===== config.mk =====
export PLATFORM = sky130hd
export DESIGN_NAME = thr_fetch_ctrl
export DESIGN_NICKNAME = d
export VERILOG_FILES = /design/src/rtl/thr_fetch_ctrl.sv
export SDC_FILE = /design/constraint.sdc
export NUM_CORES = 1
export LEC_CHECK = 0
export ABC_CLOCK_PERIOD_IN_PS = 2000
export BUFFER_PORTS_ARGS = -buffer_cell sky130_fd_sc_hd__buf_4
export CELL_PAD_IN_SITES_DETAIL_PLACEMENT = 0
export CELL_PAD_IN_SITES_GLOBAL_PLACEMENT = 1
export CORE_MARGIN = 2
export CORE_UTILIZATION = 35
export CTS_CLUSTER_SIZE = 20
export DETAILED_ROUTE_END_ITERATION = 10
export PLACE_DENSITY = 0.57
export SYNTH_ARGS = -nofsm -noshare
export SYNTH_HDL_FRONTEND = slang
export SYNTH_SLANG_ARGS = --single-unit

===== constraint.sdc =====
create_clock -name clk -period 2 [get_ports clk]
set_input_delay 0 -clock clk [delete_from_list [all_inputs] [get_ports clk]]
set_output_delay 0 -clock clk [all_outputs]
set_load 0.01 [all_outputs]

===== src/rtl/thr_fetch_ctrl.sv =====
// thr_fetch_ctrl: streams a run of threshold words out of a synchronous
// 1-cycle-latency ROM into a 4-entry FIFO and presents them on a
// valid/ready stream with a last flag.
//
// Handshake: a word transfers on a rising edge where thr_valid && thr_ready.
// thr_valid never depends on thr_ready. While thr_valid=1 and thr_ready=0,
// thr_data and thr_last hold stable.
module thr_fetch_ctrl #(
  parameter int ADDR_WIDTH = 8,
  parameter int DATA_WIDTH = 32
) (
  input  logic                  clk,
  input  logic                  rst_n,
  input  logic                  start,
  input  logic [ADDR_WIDTH-1:0] base_addr,
  input  logic [ADDR_WIDTH-1:0] count,
  output logic                  busy,
  output logic                  done,
  output logic                  rom_en,
  output logic [ADDR_WIDTH-1:0] rom_addr,
  input  logic [DATA_WIDTH-1:0] rom_data,
  output logic                  thr_valid,
  input  logic                  thr_ready,
  output logic [DATA_WIDTH-1:0] thr_data,
  output logic                  thr_last
);

  localparam logic [1:0] S_IDLE  = 2'd0;
  localparam logic [1:0] S_FETCH = 2'd1;
  localparam logic [1:0] S_DRAIN = 2'd2;

  logic [1:0]            state;
  logic [ADDR_WIDTH-1:0] rd_ptr;
  logic [ADDR_WIDTH-1:0] issue_left;
  logic [ADDR_WIDTH-1:0] out_left;
  logic                  rd_pend;

  logic [DATA_WIDTH-1:0] fifo_mem [4];
  logic [1:0]            wr_idx;
  logic [1:0]            rd_idx;
  logic [2:0]            occ;

  logic                  accept;
  logic                  go;
  logic                  zero_run;
  logic                  push;
  logic                  pop;
  logic                  last_pop;
  logic [2:0]            fill;

  // A start is taken only in IDLE and not on the cycle done is high.
  assign accept   = (state == S_IDLE) && start && !done;
  assign go       = accept && (count != '0);
  assign zero_run = accept && (count == '0);

  // Credit: buffered words plus the read still in the ROM pipe must stay
  // below the FIFO depth, so the FIFO can never overflow.
  assign fill     = occ + {2'b00, rd_pend};
  assign rom_en   = (state == S_FETCH) && (fill < 3'd4);
  assign rom_addr = rd_ptr;

  assign push      = rd_pend;
  assign thr_valid = (occ != 3'd0);
  assign pop       = thr_valid && thr_ready;
  assign thr_data  = fifo_mem[rd_idx];
  assign thr_last  = thr_valid && (out_left == ADDR_WIDTH'(1));
  assign last_pop  = pop && (out_left == ADDR_WIDTH'(1));

  assign busy = (state != S_IDLE);

  // Sequencer state, read pointer, run counters and completion pulse.
  always_ff @(posedge clk or negedge rst_n) begin
    if (!rst_n) begin
      state      <= S_IDLE;
      rd_ptr     <= '0;
      issue_left <= '0;
      out_left   <= '0;
      done       <= 1'b0;
    end else begin
      done <= zero_run || ((state == S_DRAIN) && last_pop);
      if (pop) begin
        out_left <= out_left - ADDR_WIDTH'(1);
      end
      case (state)
        S_IDLE: begin
          if (go) begin
            state      <= S_FETCH;
            rd_ptr     <= base_addr;
            issue_left <= count;
            out_left   <= count;
          end
        end
        S_FETCH: begin
          if (rom_en) begin
            rd_ptr     <= rd_ptr + ADDR_WIDTH'(1);
            issue_left <= issue_left - ADDR_WIDTH'(1);
            if (issue_left == ADDR_WIDTH'(1)) begin
              state <= S_DRAIN;
            end
          end
        end
        S_DRAIN: begin
          if (last_pop) begin
            state <= S_IDLE;
          end
        end
        default: state <= S_IDLE;
      endcase
    end
  end

  // rd_pend marks that rom_data carries a word this cycle; cleared by reset
  // so a read in flight at reset is never captured.
  always_ff @(posedge clk or negedge rst_n) begin
    if (!rst_n) begin
      rd_pend <= 1'b0;
    end else begin
      rd_pend <= rom_en;
    end
  end

  // Output FIFO storage and pointers; simultaneous push and pop keeps occupancy.
  always_ff @(posedge clk or negedge rst_n) begin
    if (!rst_n) begin
      for (int i = 0; i < 4; i++) begin
        fifo_mem[i] <= '0;
      end
      wr_idx <= 2'd0;
      rd_idx <= 2'd0;
      occ    <= 3'd0;
    end else begin
      if (push) begin
        fifo_mem[wr_idx] <= rom_data;
        wr_idx           <= wr_idx + 2'd1;
      end
      if (pop) begin
        rd_idx <= rd_idx + 2'd1;
      end
      case ({push, pop})
        2'b10:   occ <= occ + 3'd1;
        2'b01:   occ <= occ - 3'd1;
        default: occ <= occ;
      endcase
    end
  end

endmodule


==> out/metrics.cfg <==
[status]
status=finished, final reports clean

[sta]
clock.fmax_ghz=0.527
hold_violations=0
rsz0062_at_grt=false
slew_headroom_pct=63.6
setup_tns_ns=0
fin_crit_sh_pct=94.9
drv_slew=0
min_period_ns=1.90
setup_violations=0
worst_slew_pin_slew_ns=0.546
skew_ns=0.0101

[cells_and_area]
syn2layout_area_growth_pct=30.4
nFillCells=1960
final_core_util_pct=46.0
nNetsFinal=752
drive_gt1_share_pct=47.6
diodes=0

[logic_synthesis]
synth.area.top_cells=dfrtp_1, mux2_2, mux4_2, ha_1, xor2_1
synthMuxAreaShare_pct=28.9
synth_edf_count=0
yosys_warnings=0
synthesis.area_sq_um=7630
ys.flop_type=dfrtp_1
netlist_instances=531
synth_top_area_share_pct=53.5
synth_top_family_by_area=multiplexers
synth-simple-area-share_pct=5.45
ys_seq_area_share_pct=53.5
post-synth-top-count-cell=dfrtp_1
ys_types=62
ys_seq_elements=163
synth_common_cells=dfrtp_1, mux2_2, mux4_2
synth-async-reset-ratio_pct=100
syn-num-nets=594
synth-adder-area-share_pct=1.90
synth_top_area_cell=dfrtp_1
synthXorXnorAreaFrac_pct=1.49
synth_compound_gate_area_share_pct=6.09
avgSynthCellArea_sq_um=14.4

[clock_network]
clk_path_buf_depth=2
clock_latency_ns=0.42
tritoncts=done
cts_root_buffer=clkbuf_16
cts-htree-levels=4
cts_setup_buffers=0
cts.sinks=163
clk_pin_slew_worst_paths_ns=0.07
cts_buffers=17

[critical_path]
cp-end-kind=primary output
critPathArrivalTime_ns=1.90
crit_end=thr_data[12]
reg2reg_depth=5
worstReg2RegStart=state[1]
reg2reg_to=issue_left[2]
reg2reg_slack_ns=0.18
critical_path_required_ns=2.00
path_max_fanout=16
worstSetupStartpoint=rd_idx[0]
crit_type=flip-flop to primary output
critical_path.startpoint_type=flip-flop

[grt]
antenna_found_initial=0
grt_pass1_vias=5424
grt.overflow.total=0
grt_max_degree=58
grt_first_pass_wirelength_mm=28.4
gr-usage-all-layers_pct=16.1

[detailed_routing]
drt_wl_total_mm=17.6
dr.pass1.iters=4
viasPerCell=5.10
wire_per_inst_microns=17.9
ant_nets=0
num_vias=5013
post-route-drc-count=0
drt_iter0_markers=203

[die]
pin_count=97
start_util_pct=35.3
dieHeight_microns=152
core_area_sq_um=21600
die_w_microns=152
rows=54
die-area_sq_um=23000

[power_and_ir_drop]
ir_worst_vdd_uv=709
p_leak_nw=4.25
powerDensity_nw_per_um2=1750

[place]
port-buffer-count=96
hpwlAfterDp_mm=11.7
gp_congestion=0.781

[job]
max-cap-violations=0

[worst_hold_path]
hold_path.class=input port to flip-flop

[worst max-delay path, cell delays in order, from the launching register on]
cell and delay [ns]:
dfrtp_4 0.54, buf_12 0.22, mux4_2 0.55, buf_4 0.17
[placed cells by master (no fill, tap or decap), drive strengths merged, types with 4 or more instances in the layout]
cell type,instances
o22ai,8
o21ai,15
nand2,21
inv,15
a2bb2oi,5
dfrtp,163
ha,10
dlygate4sd3,49
nand3,7
xor2,10
clkbuf,24
a21oi,9
mux2,128
buf,120
nor3,5
nor2,14
o2bb2ai,6
a31oi,4
nor4,4
mux4,32
[kinds of logic (layout without fill, tap and decap cells)]
| kind of cell | Yosys count | count (layout) |
|---|---|---|
| buffers and inverters | 45 | 216 |
| flip-flops | 163 | 163 |
| XOR/XNOR | 13 | 13 |
| multiplexers | 163 | 163 |
| adder cells (fa/ha/maj) | 11 | 11 |
| AO/OA/AOI/OAI | 62 | 62 |
| AND/OR/NAND/NOR | 74 | 74 |
[worst min path at each step]
| stage | start | endpoint | cells after the start |
|---|---|---|---|
| after floorplan | rst_n | done | 0 |
| after global routing | start | done | 3 |
| after global placement | rst_n | fifo_mem[70] | 1 |
| after CTS | start | done | 3 |
| after detailed placement | rst_n | fifo_mem[70] | 1 |
| final | start | done | 3 |
[sequential cells by signal (all words and copies together) (netlist names)]
signal,count
rd_idx,2
occ,3
rom_addr,8
out_left,8
wr_idx,2
done,1
issue_left,8
state,2
fifo_mem,128
push,1
[layout make-up]
class	instances	area, sq um	share of cell area (%)
inverters	15	56.3	0.566
clock inverters	8	124	1.25
clock buffers	24	492	4.95
repair buffers	169	1480	14.9
flip-flops and latches	163	4080	41.1
well taps	280	350	3.52
multi-input cells	323	3350	33.7
[through the flow]
| stage | cell area (sq um) | hold WS (ns) | std cells | worst slack (ns) | power (W) |
|---|---|---|---|---|---|
| 2_1_floorplan | 7630 | -0.296 | 531 | 0.175 | 0.0111 |
| 3_3_place_gp | 8830 | 0.000347 | 901 | 0.245 | 0.0138 |
| 3_5_place_dp | 8830 | 0.0108 | 901 | 0.213 | 0.0141 |
| 4_1_cts | 9940 | 0.00360 | 982 | 0.0195 | 0.0177 |
| 5_1_grt | 9940 | 0.00842 | 982 | 0.00241 | 0.0186 |
| 6_report | 9940 | 0.0185 | 982 | 0.102 | 0.0174 |
[power by group]
| group | switching [W] | leakage, nW | internal (W) |
|---|---|---|---|
| Sequential | 0.00112 | 1.91 | 0.00501 |
| Combinational | 0.00329 | 2.04 | 0.00459 |
| Clock | 0.00130 | 0.296 | 0.00210 |
[routing by layer]
metal | up-vias | global-route usage, % | share of wire [%] | wire (microns)
met1 | 2601 | 20.9 | 46 | 8020
met2 | 97 | 27.1 | 49 | 8690
met3 | 20 | 3.35 | 3.7 | 645
met5 | - | 0 | 0 | 0
met4 | 0 | 5.28 | 1.4 | 255
li1 | 2295 | - | - | -
[repair_timing]
action / 4_1_cts / 5_1_grt
hold buffers: 49 / 0
setup endpoints to repair: 0 / 6
hold endpoints to repair: 206 / 0
resized for setup: 0 / 1
No activity file was read; power rests on OpenSTA's default activity.
